==> src/rtl/csr_ctrl_pkg.sv <==
// csr_ctrl_pkg: shared CSR encodings used by csr_ctrl and its write-data ALU.
//   - csr_state_o codes seen by the CSR file
//   - machine-mode CSR addresses
//   - funct3 CSR operation codes
//   - controller FSM state type and a funct3 legality helper
package csr_ctrl_pkg;

  localparam logic [1:0] CSR_STATE_IDLE  = 2'b00;
  localparam logic [1:0] CSR_STATE_RW    = 2'b01;
  localparam logic [1:0] CSR_STATE_ECALL = 2'b10;
  localparam logic [1:0] CSR_STATE_MRET  = 2'b11;

  localparam logic [11:0] CSR_MSTATUS = 12'h300;
  localparam logic [11:0] CSR_MTVEC   = 12'h305;
  localparam logic [11:0] CSR_MEPC    = 12'h341;
  localparam logic [11:0] CSR_MCAUSE  = 12'h342;

  localparam logic [2:0] CSR_OP_RW  = 3'b001;
  localparam logic [2:0] CSR_OP_RS  = 3'b010;
  localparam logic [2:0] CSR_OP_RC  = 3'b011;
  localparam logic [2:0] CSR_OP_RWI = 3'b101;
  localparam logic [2:0] CSR_OP_RSI = 3'b110;
  localparam logic [2:0] CSR_OP_RCI = 3'b111;

  typedef enum logic [1:0] {
    ST_IDLE = 2'b00,
    ST_RD   = 2'b01,
    ST_WR   = 2'b10,
    ST_TRAP = 2'b11
  } csr_fsm_e;

  // 000 and 100 are not CSR operations; every other funct3 is.
  function automatic logic is_csr_op(input logic [2:0] funct3);
    return funct3[1:0] != 2'b00;
  endfunction

endpackage

==> src/rtl/csr_wdata_alu.sv <==
// csr_wdata_alu: combinational write-data and write-enable for a CSR op.
//   funct3_i   : CSR op code (RW/RS/RC and immediate variants)
//   rs1_idx_i  : rs1 index, doubles as zimm for the immediate variants
//   rs1_data_i : rs1 register value
//   old_i      : CSR value read in the RD cycle
//   wdata_o    : new CSR value
//   wen_o      : 0 for set/clear ops whose rs1 field is zero (no side effect)
module csr_wdata_alu
  import csr_ctrl_pkg::*;
(
  input  logic [2:0]  funct3_i,
  input  logic [4:0]  rs1_idx_i,
  input  logic [63:0] rs1_data_i,
  input  logic [63:0] old_i,
  output logic [63:0] wdata_o,
  output logic        wen_o
);

  logic [63:0] src;

  always_comb begin
    src     = funct3_i[2] ? {59'd0, rs1_idx_i} : rs1_data_i;
    wdata_o = '0;
    wen_o   = 1'b0;
    case (funct3_i)
      CSR_OP_RW, CSR_OP_RWI: begin
        wdata_o = src;
        wen_o   = 1'b1;
      end
      CSR_OP_RS, CSR_OP_RSI: begin
        wdata_o = old_i | src;
        wen_o   = rs1_idx_i != 5'd0;
      end
      CSR_OP_RC, CSR_OP_RCI: begin
        wdata_o = old_i & ~src;
        wen_o   = rs1_idx_i != 5'd0;
      end
      default: ;
    endcase
  end

endmodule

==> src/rtl/csr_ctrl.sv <==
// csr_ctrl: sequences CSR read-modify-write ops and ECALL/MRET traps
// against an external CSR file.
//   clk, rst_n                     : clock, synchronous active-low reset
//   in_valid_i / in_ready_o        : instruction handshake
//   funct3_i, csr_addr_i, rs1_*    : CSR op fields
//   is_ecall_i, is_mret_i, pc_i    : trap request and its PC
//   csr_state_o, csr_r*/csr_w*     : requests to the CSR file
//   csr_pc_o                       : PC handed over for trap entry
//   csr_r_data_i, csr_dnpc_i       : combinational CSR read data / trap target
//   rd_wen_o, rd_data_o            : one-cycle write-back of the old CSR value
//   redirect_valid_o/redirect_pc_o : one-cycle fetch redirect after a trap
//
// state | meaning
// IDLE  | waiting for an instruction (blocked while a redirect is out)
// RD    | read request to CSR file, capture old value
// WR    | write request (unless suppressed) and rd write-back
// TRAP  | ECALL/MRET to CSR file, capture trap target for redirect
//
// Request outputs are also qualified by rst_n so that a reset cycle landing
// on RD/WR/TRAP issues nothing.
module csr_ctrl
  import csr_ctrl_pkg::*;
(
  input  logic        clk,
  input  logic        rst_n,
  input  logic        in_valid_i,
  output logic        in_ready_o,
  input  logic [2:0]  funct3_i,
  input  logic [11:0] csr_addr_i,
  input  logic [4:0]  rs1_idx_i,
  input  logic [63:0] rs1_data_i,
  input  logic        is_ecall_i,
  input  logic        is_mret_i,
  input  logic [63:0] pc_i,
  output logic [1:0]  csr_state_o,
  output logic [11:0] csr_r_addr_o,
  output logic        csr_ren_o,
  output logic [11:0] csr_w_addr_o,
  output logic        csr_wen_o,
  output logic [63:0] csr_w_data_o,
  output logic [63:0] csr_pc_o,
  input  logic [63:0] csr_r_data_i,
  input  logic [63:0] csr_dnpc_i,
  output logic        rd_wen_o,
  output logic [63:0] rd_data_o,
  output logic        redirect_valid_o,
  output logic [63:0] redirect_pc_o
);

  csr_fsm_e    state_q, state_d;
  logic [2:0]  funct3_q, funct3_d;
  logic [11:0] addr_q, addr_d;
  logic [4:0]  rs1_idx_q, rs1_idx_d;
  logic [63:0] rs1_data_q, rs1_data_d;
  logic [63:0] pc_q, pc_d;
  logic        trap_mret_q, trap_mret_d;
  logic [63:0] old_q, old_d;
  logic        redirect_valid_q, redirect_valid_d;
  logic [63:0] redirect_pc_q, redirect_pc_d;

  logic        accept;
  logic [63:0] alu_wdata;
  logic        alu_wen;

  assign in_ready_o = rst_n & (state_q == ST_IDLE) & ~redirect_valid_q;
  assign accept     = in_valid_i & in_ready_o;

  csr_wdata_alu u_alu (
    .funct3_i   (funct3_q),
    .rs1_idx_i  (rs1_idx_q),
    .rs1_data_i (rs1_data_q),
    .old_i      (old_q),
    .wdata_o    (alu_wdata),
    .wen_o      (alu_wen)
  );

  always_comb begin
    state_d          = state_q;
    funct3_d         = funct3_q;
    addr_d           = addr_q;
    rs1_idx_d        = rs1_idx_q;
    rs1_data_d       = rs1_data_q;
    pc_d             = pc_q;
    trap_mret_d      = trap_mret_q;
    old_d            = old_q;
    redirect_valid_d = 1'b0;
    redirect_pc_d    = redirect_pc_q;
    case (state_q)
      ST_IDLE: begin
        if (accept) begin
          funct3_d   = funct3_i;
          addr_d     = csr_addr_i;
          rs1_idx_d  = rs1_idx_i;
          rs1_data_d = rs1_data_i;
          pc_d       = pc_i;
          if (is_ecall_i) begin
            trap_mret_d = 1'b0;
            state_d     = ST_TRAP;
          end else if (is_mret_i) begin
            trap_mret_d = 1'b1;
            state_d     = ST_TRAP;
          end else if (is_csr_op(funct3_i)) begin
            state_d = ST_RD;
          end
        end
      end
      ST_RD: begin
        old_d   = csr_r_data_i;
        state_d = ST_WR;
      end
      ST_WR: state_d = ST_IDLE;
      ST_TRAP: begin
        redirect_valid_d = 1'b1;
        redirect_pc_d    = csr_dnpc_i;
        state_d          = ST_IDLE;
      end
      default: state_d = ST_IDLE;
    endcase
  end

  always_comb begin
    csr_state_o      = CSR_STATE_IDLE;
    csr_r_addr_o     = '0;
    csr_ren_o        = 1'b0;
    csr_w_addr_o     = '0;
    csr_wen_o        = 1'b0;
    csr_w_data_o     = '0;
    csr_pc_o         = '0;
    rd_wen_o         = 1'b0;
    rd_data_o        = '0;
    redirect_valid_o = rst_n & redirect_valid_q;
    redirect_pc_o    = (rst_n & redirect_valid_q) ? redirect_pc_q : '0;
    if (rst_n) begin
      case (state_q)
        ST_RD: begin
          csr_ren_o    = 1'b1;
          csr_r_addr_o = addr_q;
        end
        ST_WR: begin
          rd_wen_o  = 1'b1;
          rd_data_o = old_q;
          if (alu_wen) begin
            csr_state_o  = CSR_STATE_RW;
            csr_wen_o    = 1'b1;
            csr_w_addr_o = addr_q;
            csr_w_data_o = alu_wdata;
          end
        end
        ST_TRAP: begin
          csr_state_o = trap_mret_q ? CSR_STATE_MRET : CSR_STATE_ECALL;
          csr_pc_o    = pc_q;
        end
        default: ;
      endcase
    end
  end

  always_ff @(posedge clk) begin
    if (!rst_n) begin
      state_q          <= ST_IDLE;
      funct3_q         <= '0;
      addr_q           <= '0;
      rs1_idx_q        <= '0;
      rs1_data_q       <= '0;
      pc_q             <= '0;
      trap_mret_q      <= 1'b0;
      old_q            <= '0;
      redirect_valid_q <= 1'b0;
      redirect_pc_q    <= '0;
    end else begin
      state_q          <= state_d;
      funct3_q         <= funct3_d;
      addr_q           <= addr_d;
      rs1_idx_q        <= rs1_idx_d;
      rs1_data_q       <= rs1_data_d;
      pc_q             <= pc_d;
      trap_mret_q      <= trap_mret_d;
      old_q            <= old_d;
      redirect_valid_q <= redirect_valid_d;
      redirect_pc_q    <= redirect_pc_d;
    end
  end

endmodule

==> config.mk <==
export PLATFORM = sky130hd
export DESIGN_NAME = csr_ctrl
export DESIGN_NICKNAME = d
export VERILOG_FILES = /design/src/rtl/csr_ctrl_pkg.sv /design/src/rtl/csr_wdata_alu.sv /design/src/rtl/csr_ctrl.sv
export SDC_FILE = /design/constraint.sdc
export NUM_CORES = 1
export LEC_CHECK = 0
export ABC_AREA = 1
export CAP_MARGIN = 20
export CORE_AREA = 5 5 221 223
export DETAILED_ROUTE_END_ITERATION = 12
export DIE_AREA = 0 0 226 228
export GPL_TIMING_DRIVEN = 0
export HOLD_SLACK_MARGIN = 0.12
export SLEW_MARGIN = 25
export SYNTH_ARGS = -nofsm -noshare
export SYNTH_HDL_FRONTEND = slang
export SYNTH_SLANG_ARGS = --single-unit
==> constraint.sdc <==
create_clock -name clk -period 2.05 [get_ports clk]
set_clock_uncertainty 0.15 [all_clocks]
set_input_delay 0.205 -clock clk [delete_from_list [all_inputs] [get_ports clk]]
set_output_delay 0.205 -clock clk [all_outputs]
set_load 0.005 [all_outputs]
==> summary.md, run 1 <==
| Metric | Value |
|---|---|
| Total global-route track usage | `0.229` |
| DPL Wire Length | `47,300 um` |
| DRT Pass-1 Iters | `7` |
| DR WL/cell | `17.7 um` |
| Final setup viols | `271` |
| Hold Path Class | `in -> reg` |
| Synth cell types | `19` |
| Clk sink count | `280` |
| RSZ-0062 raised after global routing | `yes` |
| Clk_lat worst skew | `0.53 ns` |
| Routed Antenna Nets | `0` |
| Setup ws final | `-0.458 ns` |
| Via-per-instance ratio | `4.48` |
| Min Hold Slack | `0.155 ns` |
| Die ar. | `51,500 um2` |
| Final cell count without fillers | `3,604` |
| Layout area overhead | `83.2%` |
| CP Launch Type | `flop` |
| Setup WS pre-CTS | `-0.815 ns` |
| Total gr overflow | `0` |
| Slew Limit Fails | `0` |
| Post-synthesis cell area | `13,200 um2` |
| Worst vdd ir | `473 uV` |
| Headroom to the max-slew limit | `0.418` |
| Tcrit/Tclk final | `1.22` |
| Pin count of the biggest net entering global routing | `12` |
| Total number of vias | `16,141` |
| First-pass GRT wire length | `93,200 um` |
| Die width | `226 um` |
| Failing checks | `setup timing` |
| WP data required | `1.69 ns` |
| Core Util, Final | `0.520` |
| Hold Violations, Final | `0` |
| Synthesized area per cell | `6.17 um2` |
| Design area | `24,100 um2` |
| Pwr Density | `626 nW/um2` |
| H-tree lvl count | `2` |
| Post-synth net total | `2,411` |
| Core area | `46,400 um2` |
| Starting Density | `0.284` |
| Pleak | `0.0108 uW` |
| #FFs+latches synth | `280` |
| Max-cap violations | `0` |
| CTS buffer count | `36` |
| Kind of critical path | `reg -> out` |
| Register area share after synthesis | `0.426` |
| I/O pin count | `568` |
| Buffers on Ports | `566` |
| Run status | `finished with violations` |
| Vias in the first global route | `16,069` |
| CTS tree | `built` |
| Antenna violations before repair | `7` |
| Worst-path maximum fanout | `8` |
| GPL Wtd Cong | `0.938` |
| Post-Route WL | `63,900 um` |
| Peak Freq | `399 MHz` |
| Arr. time, crit path | `2.15 ns` |
| Placed cell area | `19,600 um2` |
| Nets@finish | `3,248` |
| Inst Count DP | `3,303` |
| Type of destination of the critical path | `output port` |
| Pin slew with the least headroom to its limit | `0.873 ns` |
| Mapped Cells | `2,130` |
| Row count | `79` |
| Root Driver | `clkbuf_16` |
| Layout cells sized above 1 | `0.217` |
| Final worst path period need | `2.51 ns` |
| Reg clk slew, reported paths | `0.06 ns` |
| Yosys warnings | `0` |
| # DRC | `0` |
| DIE HEIGHT | `228 um` |
| Max clock buf depth | `3` |
| Initial DRC Count | `796` |
-- path summary, 6_finish.rpt --
kind	from	cells past startpoint	to	slack, ns
worst min-delay path	csr_dnpc_i[12]	3	redirect_pc_q[12]	0.15
worst min register to register	redirect_pc_q[8]	2	redirect_pc_q[8]	0.30
worst max-delay path	state_q[0]	9	csr_w_data_o[51]	-0.46
worst max register to register	state_q[0]	8	redirect_pc_q[44]	-0.08
-- layout by cell type (no fill, tap or decap), types with 2 or more instances in the layout --
| cell | synthesis | routed |
|---|---|---|
| nor2_1 | 703 | 521 |
| nand2_1 | 382 | 376 |
| clkdlybuf4s50_1 | 0 | 330 |
| inv_1 | 287 | 283 |
| dfxtp_1 | 280 | 275 |
| a21oi_1 | 188 | 186 |
| buf_2 | 43 | 151 |
| dlygate4sd3_1 | 0 | 144 |
| o21ai_0 | 139 | 136 |
| nor2_4 | 1 | 111 |
| buf_6 | 14 | 99 |
| nor2_2 | 0 | 72 |
| clkbuf_1 | 71 | 55 |
| buf_4 | 3 | 52 |
| clkbuf_16 | 0 | 44 |
| clkbuf_2 | 0 | 35 |
| dlymetal6s2s_1 | 0 | 19 |
| buf_8 | 0 | 17 |
| buf_12 | 0 | 16 |
| clkbuf_8 | 0 | 8 |
| clkinv_2 | 0 | 7 |
| dlygate4sd2_1 | 0 | 7 |
| diode_2 | 0 | 6 |
| clkdlybuf4s15_2 | 0 | 6 |
| nand2_4 | 0 | 4 |
| inv_2 | 1 | 3 |
| clkbuf_4 | 0 | 3 |
| o21ai_1 | 1 | 3 |
| dfxtp_4 | 0 | 3 |
| nand4_1 | 2 | 2 |
| nand2_8 | 0 | 2 |
| inv_4 | 1 | 2 |
| buf_1 | 11 | 2 |
| inv_6 | 0 | 2 |
| bufinv_16 | 0 | 2 |
| buf_16 | 0 | 2 |
| dfxtp_2 | 0 | 2 |
-- final cells by class --
cell class	count	area [um2]
diodes	6	15.0
plain buffers	136	997
clock buffers	50	1040
clock inverters	12	120
fillers	4520	22300
inverters	289	1090
multi-input cells	1419	6840
flip-flops and latches	280	5620
well taps	607	759
repair buffers	805	7600
-- cell usage after synthesis --
cell | instances | area, um2
a21oi_1 | 188 | 941
buf_1 | 11 | 41.3
buf_2 | 43 | 215
buf_4 | 3 | 22.5
buf_6 | 14 | 158
clkbuf_1 | 71 | 267
dfxtp_1 | 280 | 5610
inv_1 | 287 | 1080
inv_2 | 1 | 3.75
inv_4 | 1 | 6.26
nand2_1 | 382 | 1430
nand3_1 | 1 | 5.00
nand3b_1 | 1 | 7.51
nand4_1 | 2 | 12.5
nor2_1 | 703 | 2640
nor2_4 | 1 | 11.3
nor4_1 | 1 | 6.26
o21ai_0 | 139 | 696
o21ai_1 | 1 | 5.00
-- worst max-delay path: stages (launching register included) --
cell and delay [ns]:
dfxtp_4 0.35, nand3b_1 0.16, buf_6 0.15, a21oi_4 0.17
nand2_8 0.14, buf_12 0.17, buf_8 0.12, buf_6 0.11
nor2_4 0.13, clkbuf_2 0.13
-- repair_timing --
item | CTS | global route
buffers inserted | 27 | 58
endpoints found under the hold margin | 165 | 0
hold buffers | 145 | 0
resized for setup | 650 | 690
pin swaps | 11 | 26
setup endpoints to repair | 287 | 311
cloned | 8 | 3
-- metal layers --
| metal | track usage | vias up | share of wire |
|---|---|---|---|
| met1 | 0.262 | 7383 | 0.38 |
| met4 | 0.0728 | 0 | 0.032 |
| met2 | 0.415 | 594 | 0.50 |
| li1 | - | 8047 | - |
| met3 | 0.0610 | 117 | 0.080 |
| met5 | 0 | - | 0 |
-- state kept, by name, indices dropped and copies added (netlist names), 2 cells and up --
| name | cells |
|---|---|
| pc_q | 64 |
| redirect_pc_q | 64 |
| rs1_data_q | 64 |
| old_q | 64 |
| state_q | 2 |
| rs1_idx_q | 5 |
| funct3_q | 3 |
| addr_q | 12 |
-- where the power goes --
group          total (uW)  switching, uW  internal (uW)
Clock                6330           2530           3810
Sequential           5960            142           5820
Combinational        2790           1500           1300
-- stage by stage --
step                power, uW  setup TNS, ns
finish                  15100         -73.23
global route            15800         -96.58
CTS                     15000        -127.63
detailed placement       8280        -100.17
global placement         8250         -98.86
floorplan                7220              0
-- logic make-up after synthesis --
kind of cell	Yosys count	share of synthesized area
AND/OR/NAND/NOR	1091	0.313
buffers and inverters	431	0.136
AO/OA/AOI/OAI	328	0.125
flip-flops	280	0.426
Power figures use the tool's default switching activity.
==> run 2: changes to the inputs <==
--- a/config.mk
+++ b/config.mk
@@ -16,3 +16,4 @@
 export SYNTH_ARGS = -nofsm -noshare
 export SYNTH_HDL_FRONTEND = slang
 export SYNTH_SLANG_ARGS = --single-unit
+export TNS_END_PERCENT = 50
==> run 2 against run 1 <==
  * The flow still finishes with violations (setup timing)
  * Critical endpoint is now rd_data_o[51]
  * Clock-buffer cell count stayed put
  * Register-to-register slack got worse by 0.03 ns
  * Highest routed layer unchanged
  * Combinational power decreased by 6%
  * Sequential power is essentially flat
  * Maximum frequency shrank 8.6%
  * Final area fell by 4.7%
  * First-iteration DRC count increased by 4.1%
  * Largest power group unchanged
  * Non-clock buffer count shrank 49
  * Global-route usage about the same
==> summary.md, run 2 (synthesis results as in run 1) <==
| Metric | Value |
|---|---|
| Run status | `finished with violations` |
| Failing checks | `setup timing` |
| Tcrit/Tclk final | `1.34 (+0.115)` |
| DIE HEIGHT | `228 um (unchanged)` |
| H-tree lvl count | `2 (unchanged)` |
| Highest metal layer with signal wires | `met4` |
| Type of destination of the critical path | `output port` |
| Clk_lat worst skew | `0.53 ns (about the same)` |
| Peak Freq | `364 MHz (-8.6%)` |
| Pin slew with the least headroom to its limit | `0.851 ns (-0.0211 ns)` |
| Pleak | `0.0101 uW (-6.7%)` |
| Initial DRC Count | `829 (+4.1%)` |
| Post-Route WL | `62,100 um (-2.8%)` |
| Arr. time, crit path | `2.39 ns (+0.24 ns)` |
| Commonest non-fill, non-tap cell in the layout | `nor2_1` |
| Worst vdd ir | `474 uV (+0.11%)` |
| Setup ws final | `-0.694 ns (-0.236 ns)` |
| # fillers | `4,671 (+3.3%)` |
| CP Launch Type | `flop` |
| GPL Wtd Cong | `0.938 (unchanged)` |
| First-pass GRT wire length | `93,200 um (about the same)` |
| Worst-path maximum fanout | `10 (+2)` |
| DRT Pass-1 Iters | `9 (+2)` |
| Routed Antenna Nets | `0 (unchanged)` |
| Total number of vias | `15,831 (-1.9%)` |
| Comb power frac | `0.176 (-0.009)` |
| Die width | `226 um (unchanged)` |
| Clock share of power | `0.424 (+0.004)` |
| Pwr Density | `649 nW/um2 (+3.6%)` |
| DR WL/cell | `17.5 um (-1.5%)` |
| Total global-route track usage | `0.229 (about the same)` |
| Kind of critical path | `reg -> out` |
| Final cell count without fillers | `3,555 (-1.4%)` |
| Final setup viols | `300 (+11%)` |
| Hold Path Class | `in -> reg` |
| Clk sink count | `280 (unchanged)` |
| Sw Ratio | `0.271 (-0.00492)` |
| Metal3 WL | `4790 um (-6.6%)` |
| Core Util, Final | `0.495 (-0.0244)` |
| WP data required | `1.69 ns (about the same)` |
| Inst Count DP | `3,303 (unchanged)` |
| Max-cap violations | `0 (unchanged)` |
| Hold Violations, Final | `0 (unchanged)` |
| Reg clk slew, reported paths | `0.06 ns (about the same)` |
| Final worst path period need | `2.74 ns (+0.236 ns)` |
| Internal cell power | `10,900 uW (-0.63%)` |
| Nets@finish | `3,199 (-1.5%)` |
| Routed wl met2 | `30,800 um (-4.0%)` |
| M1 WL | `24,500 um (-0.34%)` |
| RSZ-0062 raised after global routing | `yes` |
| CTS tree | `built` |
| CTS buffer count | `36 (unchanged)` |
| Max clock buf depth | `3 (unchanged)` |
| Commonest cells after routing, fill and taps aside | `nor2_1, clkdlybuf4s50_1, nand2_1` |
| # DRC | `0 (unchanged)` |
| Root Driver | `clkbuf_16` |
| DPL Wire Length | `47,300 um (unchanged)` |
| Headroom to the max-slew limit | `0.432 (+0.0141)` |
| Min Hold Slack | `0.155 ns (+0.000209 ns)` |
| Layout cells sized above 1 | `0.141 (-0.0756)` |
| Setup TNS | `-111.23 ns (-38.00 ns)` |
| Area taken by flip-flops and latches | `5620 um2 (unchanged)` |
| Antenna violations before repair | `6 (-1)` |
| Die ar. | `51,500 um2 (unchanged)` |
| Layout area overhead | `74.6%` |
| Pin count of the biggest net entering global routing | `12 (unchanged)` |
| Core area | `46,400 um2 (unchanged)` |
| Vias in the first global route | `16,080 (+0.068%)` |
| Via-per-instance ratio | `4.45 (-0.57%)` |
| Reg power frac | `0.400 (+0.005)` |
| I/O pin count | `568 (unchanged)` |
| Row count | `79 (unchanged)` |
| Buffers on Ports | `566 (unchanged)` |
| Slew Limit Fails | `0 (unchanged)` |
| P_sw | `4040 uW (-3.1%)` |
| Multi-input combinational cell area | `6190 um2 (-9.5%)` |
| Starting Density | `0.284 (unchanged)` |
| Total gr overflow | `0 (unchanged)` |
run 2: stage by stage:
step / instance area [um2] / setup WS [ns] / power, uW
finish: 23000 / -0.694 / 14900
global placement: 19600 / -0.776 / 8250
global route: 23000 / -0.749 / 15600
CTS: 22900 / -0.758 / 15000
floorplan: 13200 / 0.552 / 7220
detailed placement: 19600 / -0.815 / 8280
run 2: final cells by class:
type                       instances  area share
timing repair buffer             753       0.311
inverter                         289      0.0477
tap                              607      0.0331
multi-input combinational       1419       0.270
clock inverter                    12     0.00523
clock buffer                      50      0.0455
sequential                       280       0.245
buffer                           139      0.0426
antenna                            6    0.000654
run 2: power groups by stage:
stage	Clock [uW]	Combinational (uW)	Sequential [uW]
3_5_place_dp	0	2220	6060
4_1_cts	6480	2590	5950
5_1_grt	6710	2900	5990
3_3_place_gp	0	2190	6050
2_1_floorplan	0	1190	6020
6_report	6320	2610	5960
run 2: what timing repair did:
item	in CTS	in global routing
gates cloned	8	0
endpoints found under the setup margin	287	311
gates resized for setup	614	134
setup buffers	27	7
endpoints found under the hold margin	165	0
hold buffers	145	0
pin swaps	11	5
run 2: path summary, 6_finish.rpt:
kind | from | end | slack (ns) | cells past startpoint
min reg2reg | redirect_pc_q[8] | redirect_pc_q[8] | 0.30 | 2
max | state_q[0] | rd_data_o[51] | -0.69 | 5
max reg2reg | state_q[0] | redirect_pc_q[44] | -0.11 | 8
min | csr_r_data_i[30] | old_q[30] | 0.16 | 3
run 2: worst max-delay path: stages, from the launching register on:
cell and delay, ns:
dfxtp_4 0.34, nand3b_1 0.26, buf_4 0.28, buf_2 0.21, nor2_2 0.20, clkdlybuf4s50_1 0.55
run 2: layer usage:
layer  track usage  up-vias
met5             0        -
met4        0.0728        0
met3        0.0608      112
met2         0.415      567
met1         0.262     7213
li1              -     7939
